### config.mk
export PLATFORM = sky130hd
export DESIGN_NAME = chromite_stage0_pcgen
export DESIGN_NICKNAME = d
export VERILOG_FILES = /design/src/rtl/chromite_stage0_pcgen.sv
export SDC_FILE = /design/constraint.sdc
export NUM_CORES = 1
export LEC_CHECK = 0
export BUFFER_PORTS_ARGS = -buffer_cell sky130_fd_sc_hd__buf_4
export CAP_MARGIN = 30
export CORE_ASPECT_RATIO = 1.1
export CORE_UTILIZATION = 45
export CTS_CLUSTER_DIAMETER = 100
export DETAILED_ROUTE_END_ITERATION = 12
export PLACE_DENSITY = 0.67
export SLEW_MARGIN = 15
export SYNTH_ARGS = -nofsm -noshare
export SYNTH_HDL_FRONTEND = slang
export SYNTH_SLANG_ARGS = --single-unit
### constraint.sdc
create_clock -name CLK -period 3.3 [get_ports CLK]
set_clock_uncertainty 0.2 [all_clocks]
set_input_delay 0.165 -clock CLK [delete_from_list [all_inputs] [get_ports CLK]]
set_output_delay 0.165 -clock CLK [all_outputs]
set_load 0.05 [all_outputs]
### src/rtl/chromite_stage0_pcgen.sv
// Stage 0 of the Chromite RV64 pipeline: fetch PC generation.
// Keeps the fetch PC, the execute/writeback epochs, the pending fence/sfence
// flags and a one-deep delayed-redirect slot. Issues one fetch request per
// cycle, steered by the branch predictor, and takes flush redirects from
// later stages.
module chromite_stage0_pcgen #(
  parameter int              XLEN     = 64,
  parameter logic [XLEN-1:0] RESET_PC = 64'h0000_0000_0000_1000
) (
  input  logic            CLK,
  input  logic            RST_N,
  output logic            fetch_valid,
  input  logic            fetch_ready,
  output logic [XLEN-1:0] fetch_pc,
  output logic [1:0]      fetch_epoch,
  output logic            fetch_fence,
  output logic            fetch_sfence,
  input  logic            bpu_resp_valid,
  input  logic            bpu_resp_taken,
  input  logic            bpu_resp_edge,
  input  logic [XLEN-1:0] bpu_resp_target,
  input  logic            flush_valid,
  input  logic [XLEN-1:0] flush_pc,
  input  logic            flush_fence,
  input  logic            flush_sfence,
  input  logic            update_eepoch,
  input  logic            update_wepoch
);

  localparam logic [XLEN-3:0] SEQ_INC = {{(XLEN-3){1'b0}}, 1'b1};

  logic [XLEN-1:0] rg_pc;
  logic            rg_eEpoch;
  logic            rg_wEpoch;
  logic            rg_fence;
  logic            rg_sfence;
  // {valid, target}: a taken branch whose redirect waits one fetch
  logic [XLEN:0]   rg_delayed_redirect;

  logic [XLEN-1:0] seq_pc;
  logic            accept;
  logic            bpu_taken;
  logic [XLEN-1:0] pc_nxt;
  logic            fence_nxt;
  logic            sfence_nxt;
  logic [XLEN:0]   dly_nxt;

  // The "_N" name is historical: RST_N is active-high, so requests are
  // only presented while it is low.
  assign fetch_valid  = ~RST_N;
  assign fetch_pc     = rg_pc;
  assign fetch_epoch  = {rg_eEpoch, rg_wEpoch};
  assign fetch_fence  = rg_fence;
  assign fetch_sfence = rg_sfence;

  // 4-byte aligned sequential successor, wrapping at the top of memory
  assign seq_pc    = {rg_pc[XLEN-1:2] + SEQ_INC, 2'b00};
  assign accept    = fetch_valid & fetch_ready & ~flush_valid;
  assign bpu_taken = bpu_resp_valid & bpu_resp_taken;

  // Next PC / fence / delayed-slot selection: flush beats accept, stall holds
  always_comb begin
    pc_nxt     = rg_pc;
    fence_nxt  = rg_fence;
    sfence_nxt = rg_sfence;
    dly_nxt    = rg_delayed_redirect;
    if (flush_valid) begin
      pc_nxt     = {flush_pc[XLEN-1:1], 1'b0};
      fence_nxt  = flush_fence;
      sfence_nxt = flush_sfence;
      dly_nxt    = '0;
    end else if (accept) begin
      fence_nxt  = 1'b0;
      sfence_nxt = 1'b0;
      if (rg_delayed_redirect[XLEN]) begin
        pc_nxt  = rg_delayed_redirect[XLEN-1:0];
        dly_nxt = '0;
      end else if (rg_fence | rg_sfence) begin
        pc_nxt = seq_pc;
      end else if (bpu_taken & bpu_resp_edge) begin
        // Fetch the word holding the branch's tail first, then redirect
        pc_nxt  = seq_pc;
        dly_nxt = {1'b1, bpu_resp_target};
      end else if (bpu_taken) begin
        pc_nxt = bpu_resp_target;
      end else begin
        pc_nxt = seq_pc;
      end
    end
  end

  // PC, fence flags and delayed slot registers
  always_ff @(posedge CLK) begin
    if (RST_N) begin
      rg_pc               <= RESET_PC;
      rg_fence            <= 1'b0;
      rg_sfence           <= 1'b0;
      rg_delayed_redirect <= '0;
    end else begin
      rg_pc               <= pc_nxt;
      rg_fence            <= fence_nxt;
      rg_sfence           <= sfence_nxt;
      rg_delayed_redirect <= dly_nxt;
    end
  end

  // Epoch bits toggle independently of fetch traffic
  always_ff @(posedge CLK) begin
    if (RST_N) begin
      rg_eEpoch <= 1'b0;
      rg_wEpoch <= 1'b0;
    end else begin
      rg_eEpoch <= rg_eEpoch ^ update_eepoch;
      rg_wEpoch <= rg_wEpoch ^ update_wepoch;
    end
  end

endmodule

==> results of run 1 <==
worst max-delay path, delay by kind of cell, from the launching register on:
family,cells,cell delay [ns]
simple gates,4,1.42
xor+xnor,1,0.17
compound gates,1,0.09
flops,1,0.47
buf+inv,1,0.57
report_power, final:
part	total (W)	switching [W]	internal, W	leakage, nW
clock network	0.00193	0.000723	0.00121	0.295
logic	0.000949	0.000523	0.000426	2.98
registers	0.00175	0.0000895	0.00166	1.09
total	0.00463	0.00134	0.00329	4.36
registers in the layout (all words and copies together), names as in the netlist:
signal	flops
rg_delayed_redirect	65
fetch_pc	64
fetch_fence	1
fetch_sfence	1
rg_eEpoch	1
rg_wEpoch	1
metal layers:
layer,global-route usage [%],routed length (µm)
met1,41.4,11700
met2,56.7,14700
met3,6.46,2360
met4,24.2,1980
met5,0,0
repair_timing:
| item | CTS | global route |
|---|---|---|
| hold buffers | 145 | 0 |
| gates resized for setup | 0 | 3 |
| hold endpoints to repair | 132 | 0 |
| endpoints found under the setup margin | 0 | 3 |
area by class of cell:
type / instances / area (µm²) / share of cell area [%]
clock buffers: 23 / 498 / 4.35
clock inverters: 9 / 100 / 0.875
inverters: 12 / 45.0 / 0.394
multi-input cells: 758 / 4610 / 40.3
flip-flops and latches: 133 / 2670 / 23.3
well taps: 204 / 255 / 2.23
repair buffers: 384 / 3270 / 28.6
worst max path at each step:
| stage | start | endpoint | slack (ns) |
|---|---|---|---|
| after detailed placement | fetch_pc[34] | fetch_pc[59] | 0.63 |
| after global routing | fetch_pc[35] | fetch_pc[54] | 0.16 |
| final | fetch_pc[35] | fetch_pc[54] | 0.26 |
| after floorplan | fetch_pc[10] | fetch_pc[59] | 0.66 |
| after global placement | fetch_pc[34] | fetch_pc[59] | 0.65 |
| after CTS | fetch_pc[10] | fetch_pc[22] | 0.14 |
metrics by stage:
stage          hold WS [ns]  utilization (%)  total power, W  instance area, µm²
5_1_grt              0.0311             69.6         0.00477               11400
6_report             0.0167             69.6         0.00463               11400
3_3_place_gp          0.188             57.0         0.00257                9360
4_1_cts             0.00783             69.5         0.00462               11400
3_5_place_dp          0.186             57.0         0.00257                9370
2_1_floorplan        0.0736                -         0.00222                7610
kinds of logic after synthesis:
| family | share of synthesized area [%] |
|---|---|
| simple gates | 26.3 |
| compound gates | 26.9 |
| flops | 35.0 |
| buf+inv | 5.03 |
| xor+xnor | 5.87 |
| mux | 0.674 |
| fa+ha+maj | 0.164 |
cell usage in the layout, fill, tap and decap left out, types with 6 or more instances in the layout:
cell / synthesis / final
a22oi_1: 73 / 73
nand3_1: 31 / 30
a311oi_1: 12 / 12
a221oi_1: 6 / 6
o211ai_1: 23 / 23
nor2_1: 124 / 122
and3_1: 41 / 40
o21a_1: 8 / 8
xnor2_1: 44 / 44
buf_4: 2 / 237
dfxtp_1: 133 / 132
xor2_1: 7 / 7
a31oi_1: 9 / 9
nand2_1: 76 / 75
o22ai_1: 10 / 10
a211oi_1: 10 / 10
nor3_1: 36 / 36
o21ai_0: 59 / 59
nand2b_1: 8 / 7
or3_1: 11 / 11
a21oi_1: 70 / 70
inv_1: 12 / 12
nand4_1: 23 / 23
dlygate4sd3_1: 0 / 145
nor4_1: 10 / 10
clkbuf_16: 0 / 17
==> metrics, run 1 <==
Starting Density=46.3%; Max Fclk=0.329 GHz; Slowest cell on crit path=dlygate4sd3_1; drt wl/cell=20.2 µm; Via-to-Cell Ratio=6.09; R2R Path Start=fetch_pc[35]; min cycle time layout=3.04 ns; Hold Path Sink=fetch_pc[25]; mean post-synth cell area=7.70 µm²; Layout Cells excl Fill=1523; IO Pins=208; number of global-route vias before repair=8856; hold_sp=flush_valid; Placed Instances=1346; Pre-antenna DRT Iters=5; #FFs+latches synth=133; DR iter-0 viols=824; core box area=0.0164 mm²; Setup WS pre-CTS=0.630 ns; pin count of the biggest net entering global routing=56; Slew HR=33.3%; class of the most critical setup path=reg2reg; GRT overflow=0; Least-Margin Pin Slew=0.996 ns; critical-path cell list=nand4_2, nor4_1, nand3_2, nor4_1, xnor2_1, o22ai_1, dlygate4sd3_1; post-CTS setup buffers=0; CTS tree=built; final hold vios=0; Finish-stage setup viols=0; Power Density=405 mW/mm²; setup TNS=0 ns; via count=9270; DRC=0; Max Cap Violations=0; Reg2Reg Capture Point=fetch_pc[54]; Gate Count Post-Synth=988; Mapped Area=0.00761 mm²; Yosys warnings=0; Critical Path End Type=register; part of the Yosys area used for sequential elements=35.0%; Skew-Pair Late Insertion Delay=0.42 ns; Pleak=4.36 nW; fin crit share=92.1%; Area contributors post-synth=dfxtp_1, a22oi_1, nor2_1; Max VDD drop=0.300 mV; DRT antenna net count=0; GRT Total Usage=34.8%; outcome=finished clean; layout cell share with drive strength beyond 1=22.7%; share of Yosys cell area claimed by the top area cell type=35.0%; Pins Over Slew Limit=0; CTS Buf Count=17; first-pass GRT wire length=47.3 mm; R2R setup slack=0.26 ns; die width=126 µm; synth unique cells=60; hold depth=3; root buffer cell=clkbuf_16; synth cell count leaders=dfxtp_1, nor2_1, nand2_1; Rows=49; H-Tree Depth=4; gp weighted congestion=0.925; HPWL Detailed=19.7 mm; Antenna Cells=0; Reg clk slew, reported paths=0.06 ns; Arr. time, crit path=3.15 ns; r2r worst-path depth=7; Die H=138 µm; clock sinks=133; IO Port Bufs=206; most numerous cell in the Yosys netlist=dfxtp_1; CP Data Required Time=3.41 ns; DRT Wirelength=30.8 mm; ys async rst share=0%; clock buffer depth=2; Synth Flop Type=dfxtp_1; Hold Crit Class=in2reg; number of flops mapped to enable cells by yosys=0; Worst Path Max Fanout=11; fillers=1322; final worst slack=0.261 ns; Worst path max stage delay=0.57 ns; Layout area overhead=50.4%; largest area contributor in the netlist=dfxtp_1; RSZ-0062 raised after global routing=false; crit start category=register; antenna violations before repair=0; DIE AREA=0.0174 mm²; syn_nets=1128; fin nets=1446; CP most frequent cell=nor4_1
(Power assumes the default switching activity.)
==> run 2: changes to the inputs <==
--- a/config.mk
+++ b/config.mk
@@ -12,5 +12,6 @@
 export CTS_CLUSTER_DIAMETER = 100
 export DETAILED_ROUTE_END_ITERATION = 12
-export PLACE_DENSITY = 0.67
+export PLACE_DENSITY = 0.7
+export REMOVE_ABC_BUFFERS = 1
 export SLEW_MARGIN = 15
 export SYNTH_ARGS = -nofsm -noshare
==> constraint.sdc (replaced) <==
create_clock -name CLK -period 2.6 [get_ports CLK]
set_clock_uncertainty 0.2 [all_clocks]
set_input_delay 0.39 -clock CLK [delete_from_list [all_inputs] [get_ports CLK]]
set_output_delay 0.39 -clock CLK [all_outputs]
set_load 0.05 [all_outputs]
==> run 2 against run 1 <==
Combinational power rose by 9.6%; sequential power rose by 26%; wire length fell by 12%; die area did not move; fmax rose by 24%.
==> metrics, run 2 (same netlist as run 1, synthesis figures left out) <==
final hold vios=0 (unchanged); uppermost layer routed=met4; post-CTS setup buffers=0 (unchanged); Skew-Pair Late Insertion Delay=0.42 ns (about the same); GRT Total Usage=31.0% (-3.8 points); Via-to-Cell Ratio=6.08 (-0.15%); Hold Path Sink=rg_wEpoch; Top reg by flops=rg_delayed_redirect; DIE AREA=0.0174 mm² (unchanged); hold_sp=update_wepoch; met1 WL=11.7 mm (-0.48%); outcome=finished clean; Power Density=548 mW/mm² (+35%); Met2 Routed Length=12.9 mm (-13%); IO Pins=208 (unchanged); die width=126 µm (unchanged); Max Cap Violations=0 (unchanged); max reg flops=65 (unchanged); Critical Path End Type=register; pin count of the biggest net entering global routing=55 (-1.8%); DRT Wirelength=27.2 mm (-12%); R2R setup slack=0.16 ns (-0.10 ns); Power Total=0.00561 W (+21%); R2R Path Start=fetch_pc[10]; Arr. time, crit path=2.50 ns (-0.65 ns); Die H=138 µm (unchanged); Slowest cell on crit path=dfxtp_1; fin nets=1330 (-8.0%); fillers=1497 (+13%); class of the most critical setup path=reg2reg; Hold Crit Class=in2reg; Rows=49 (unchanged); hold depth=3 (unchanged); Pleak=3.88 nW (-11%); min cycle time layout=2.44 ns (-0.595 ns); clock sinks=133 (unchanged); r2r worst-path depth=6 (-1); CTS tree=built; core box area=0.0164 mm² (unchanged); Worst path max stage delay=0.52 ns (-0.05 ns); Antenna Cells=0 (unchanged); most frequent cells in the layout=buf_4, dfxtp_1, nor2_1; RSZ-0062 raised after global routing=false; H-Tree Depth=4 (unchanged); CTS Buf Count=17 (unchanged); setup TNS=0 ns (unchanged); clock buffer depth=2 (unchanged); IO Port Bufs=206 (unchanged); fin crit share=94.0% (+1.9 points); crit start category=register; Slew HR=45.3% (+12 points); critical-path cell list=nand4_4, nor4_4, nand3_4, nor2_1, mux2i_1, o221ai_1; Reg clk slew, reported paths=0.06 ns (about the same); fin util=62.4% (-7.3 points); DRC=0 (unchanged); crit path launch=fetch_pc[10]; Pins Over Slew Limit=0 (unchanged); layout cell share with drive strength beyond 1=26.1% (+3.4 points); via count=8533 (-8.0%); DR iter-0 viols=933 (+13%); Finish-stage setup viols=0 (unchanged); Layout area overhead=34.7%; Reg2Reg Capture Point=fetch_pc[59]; root buffer cell=clkbuf_16; HPWL Detailed=18.4 mm (-6.7%); Starting Density=46.3% (unchanged); DRT antenna net count=0 (unchanged); CP Data Required Time=2.66 ns (-0.75 ns); first-pass GRT wire length=42.6 mm (-9.8%); most common cell after layout, fill and taps aside=buf_4; GRT overflow=0 (unchanged); gp weighted congestion=0.865 (-6.5%); antenna violations before repair=0 (unchanged); Worst Path Max Fanout=14 (+3); met3 routed WL=1.86 mm (-21%); Least-Margin Pin Slew=0.820 ns (-0.177 ns); Max VDD drop=0.463 mV (+54%); number of global-route vias before repair=8074 (-8.8%); drt wl/cell=19.4 µm (-4.3%); Max Fclk=0.409 GHz (+24%); Pre-antenna DRT Iters=5 (unchanged)
run 2: cell types whose count changed in the layout (fill, tap and decap cells not counted), sizes merged:
| cell | before | now |
|---|---|---|
| bufinv | 2 | 1 |
| dlygate4sd3 | 145 | 9 |
| clkinv | 5 | 2 |
| clkinvlp | 2 | 0 |
| buf | 239 | 259 |
| clkbuf | 23 | 26 |
run 2: timing repair:
item                       CTS  global route
gates resized for setup      0             1
hold buffers                 9             0
hold endpoints to repair     9             0
setup endpoints to repair    0             1
run 2: cell type report:
type                            count  area, µm²  area share, %
Timing Repair Buffer              268       2120           20.7
Clock inverter                      3       40.0          0.391
Inverter                           12       45.0          0.440
Tap cell                          204        255           2.49
Sequential cell                   133       2670           26.0
Multi-Input combinational cell    758       4590           44.8
Clock buffer                       26        531           5.18
run 2: per-layer routing:
metal	global-route usage [%]	up-vias
met5	0	-
met4	14.2	0
met3	5.42	59
met2	51.1	387
met1	39.3	4024
li1	-	4063
run 2: power by group:
| group | internal, W | switching, W |
|---|---|---|
| combinational | 0.000424 | 0.000620 |
| sequential | 0.00211 | 0.000101 |
| clock | 0.00148 | 0.000877 |
| total | 0.00402 | 0.00160 |
run 2: critical path, delay by kind of cell (launching register included):
family	cells	cell delay [ns]
DFF	1	0.52
and+or+nand+nor	4	1.17
muxes	1	0.24
AOI/OAI and AO/OA	1	0.15
run 2: worst max-delay path by stage:
| stage | end | slack [ns] | cells past startpoint |
|---|---|---|---|
| 6_report | fetch_pc[59] | 0.16 | 6 |
| 5_1_grt | fetch_pc[54] | 0.02 | 7 |
| 2_1_floorplan | rg_delayed_redirect[0] | -1.67 | 4 |
| 4_1_cts | fetch_pc[59] | 0.17 | 6 |
| 3_3_place_gp | fetch_pc[3] | 0.07 | 8 |
| 3_5_place_dp | fetch_pc[3] | 0.07 | 8 |
run 2: per-stage QoR:
step | area, µm² | hold slack (ns) | cells | setup WS, ns
detailed placement | 9580 | 0.275 | 1366 | 0.0722
global placement | 9580 | 0.270 | 1365 | 0.0730
floorplan | 7270 | 0.256 | 903 | -1.67
finish | 10200 | 0.00928 | 1404 | 0.156
global route | 10200 | 0.0208 | 1404 | 0.0204
CTS | 10200 | 0.000489 | 1404 | 0.172
==> run 3: changes to the inputs <==
--- a/config.mk
+++ b/config.mk
@@ -9,8 +9,9 @@
 export CAP_MARGIN = 30
 export CORE_ASPECT_RATIO = 1.1
-export CORE_UTILIZATION = 45
+export CORE_UTILIZATION = 48
 export CTS_CLUSTER_DIAMETER = 100
 export DETAILED_ROUTE_END_ITERATION = 12
-export PLACE_DENSITY = 0.7
+export GPL_TIMING_DRIVEN = 0
+export PLACE_DENSITY = 0.74
 export REMOVE_ABC_BUFFERS = 1
 export SLEW_MARGIN = 15
==> constraint.sdc (replaced) <==
create_clock -name CLK -period 2.6 [get_ports CLK]
set_clock_uncertainty 0.2 [all_clocks]
set_input_delay 0.26 -clock CLK [delete_from_list [all_inputs] [get_ports CLK]]
set_output_delay 0.26 -clock CLK [all_outputs]
set_load 0.05 [all_outputs]
==> run 3 against run 2 <==
Sequential power about the same; core utilization up 12 points; worst setup slack got worse by 0.090 ns; sequential cell count unchanged; via count up 7.5%; worst hold slack worse by 0.0011 ns; total power increased by 3.9%; critical path depth is the same; register-to-register slack worse by 0.09 ns; clock power is 4% higher; design area increased by 11%; critical path type unchanged; critical endpoint unchanged; largest cell class unchanged.
==> metrics, run 3 (same netlist as run 1, synthesis figures left out) <==
via count=9175 (+7.5%); root buffer cell=clkbuf_16; core box area=0.0153 mm² (-6.9%); Sequential Power Share=38.2% (-1.2 points); switching portion of total power=28.7% (+0.26 points); Area after DPL=0.00936 mm² (-2.3%); post-route cell area=0.0113 mm² (+11%); class of the most critical setup path=reg2reg; Hold Crit Class=in2reg; Slew HR=42.7% (-2.6 points); RSZ-0062 raised after global routing=true; Via-to-Cell Ratio=6.20 (+2.0%); HPWL Detailed=17.1 mm (-6.7%); Max Fclk=0.395 GHz (-3.5%); CTS Buf Count=17 (unchanged); drt wl/cell=19.7 µm (+1.6%); Layout area overhead=49.2%; Pre-antenna DRT Iters=5 (unchanged); DR iter-0 viols=1124 (+20%); H-Tree Depth=4 (unchanged); pin count of the biggest net entering global routing=71 (+29%); Rows=47 (-4.1%); Comb power frac=19.8% (+1.2 points); Clock power frac=42.0% (about the same); sw power=0.00167 W (+4.8%); layout cell share with drive strength beyond 1=23.8% (-2.3 points); Pins Over Slew Limit=0 (unchanged); Skew-Pair Late Insertion Delay=0.42 ns (about the same); DIE AREA=0.0164 mm² (-6.2%); CP Data Required Time=2.68 ns (+0.02 ns); most common cell after layout, fill and taps aside=buf_4; clock buffer depth=2 (unchanged); GRT Total Usage=35.2% (+4.2 points); Finish-stage setup viols=0 (unchanged); most frequent cells in the layout=buf_4, dfxtp_1, nor2_1; min cycle time layout=2.53 ns (+0.0895 ns); die width=122 µm (-3.1%); antenna violations before repair=0 (unchanged); max reg flops=65 (unchanged); Top reg by flops=rg_delayed_redirect; DRT antenna net count=0 (unchanged); outcome=finished clean; gp weighted congestion=0.812 (-6.2%); GRT overflow=0 (unchanged); fin util=74.2% (+12 points); Arr. time, crit path=2.61 ns (+0.11 ns); Max VDD drop=0.460 mV (-0.61%); Die H=134 µm (-3.1%); WHS=0.00819 ns (-0.00110 ns); Placed Instances=1318 (-3.5%); fin nets=1411 (+6.1%); DRT Wirelength=29.1 mm (+7.1%); IO Port Bufs=206 (unchanged); Pleak=4.29 nW (+10%); Int Pwr=0.00416 W (+3.5%); first-pass GRT wire length=44.9 mm (+5.3%); IO Pins=208 (unchanged); final hold vios=0 (unchanged); CTS tree=built; number of global-route vias before repair=8779 (+8.7%); fin crit share=97.4% (+3.4 points); Least-Margin Pin Slew=0.860 ns (+0.0400 ns); Power Density=514 mW/mm² (-6.2%); Antenna Cells=0 (unchanged); Layout Cells excl Fill=1480 (+5.4%); Worst Path Max Fanout=14 (unchanged); Max Cap Violations=0 (unchanged); clock sinks=133 (unchanged); Power Total=0.00583 W (+3.9%); Starting Density=49.7% (+3.5 points); Critical Path End Type=register; R2R setup slack=0.07 ns (-0.09 ns); DRC=0 (unchanged); crit start category=register; Reg clk slew, reported paths=0.06 ns (about the same)
==> run 3: cell count changes in the layout (fill, tap and decap cells not counted), sizes merged <==
| cell | delta |
|---|---|
| buf | -29 |
| bufinv | +1 |
| clkbuf | -3 |
| clkinv | +4 |
| clkinvlp | +2 |
| dlygate4sd3 | +109 |
| inv | -1 |
| nand2b | +1 |
==> run 3: routing by layer <==
| layer | global-route usage [%] | routed length, µm | part of all wire, % |
|---|---|---|---|
| met1 | 43.7 | 11600 | 40 |
| met2 | 59.2 | 14300 | 49 |
| met3 | 6.76 | 2530 | 8.7 |
| met4 | 14.3 | 769 | 2.6 |
| met5 | 0 | 0 | 0 |
==> run 3: final timing paths <==
kind	from	endpoint	cells past startpoint
max	fetch_pc[24]	fetch_pc[59]	6
min	flush_pc[47]	fetch_pc[47]	5
max reg2reg	fetch_pc[24]	fetch_pc[59]	6
min reg2reg	rg_delayed_redirect[41]	rg_delayed_redirect[41]	2
==> run 3: metrics by stage <==
step,setup TNS (ns),setup slack [ns]
final,0,0.0666
after floorplan,-157.92,-1.67
after CTS,0,0.0558
after global placement,-548.58,-5.62
after detailed placement,-24.66,-0.558
after global routing,-0.0464,-0.0218
==> run 3: area by class of cell <==
class / instances / area, µm²
inverter: 12 / 48.8
clock inverter: 9 / 97.6
timing repair buffer: 348 / 3070
fill: 1143 / 3940
sequential: 133 / 2670
tap: 196 / 245
multi-input combinational: 759 / 4720
clock buffer: 23 / 499
==> run 3: critical path, cell delays in order (launching register included) <==
cell	delay, ns
dfxtp_1	0.48
and4_1	0.35
and4_4	0.40
nand3_4	0.21
nor2_1	0.30
mux2i_1	0.31
o221ai_1	0.13
==> run 3: repair_timing <==
action / 4_1_cts / 5_1_grt
setup buffers: 6 / 5
endpoints found under the hold margin: 119 / 0
resized for setup: 12 / 13
hold buffers: 118 / 0
pin swaps: 2 / 1
setup endpoints to repair: 81 / 43
cloned: 1 / 0
==> run 3: power by group through the flow <==
stage	clock network, W	logic [W]	registers [W]
floorplan	0	0.000293	0.00247
global placement	0	0.000944	0.00227
detailed placement	0	0.000978	0.00226
CTS	0.00245	0.00113	0.00222
global route	0.00255	0.00121	0.00224
finish	0.00245	0.00115	0.00223
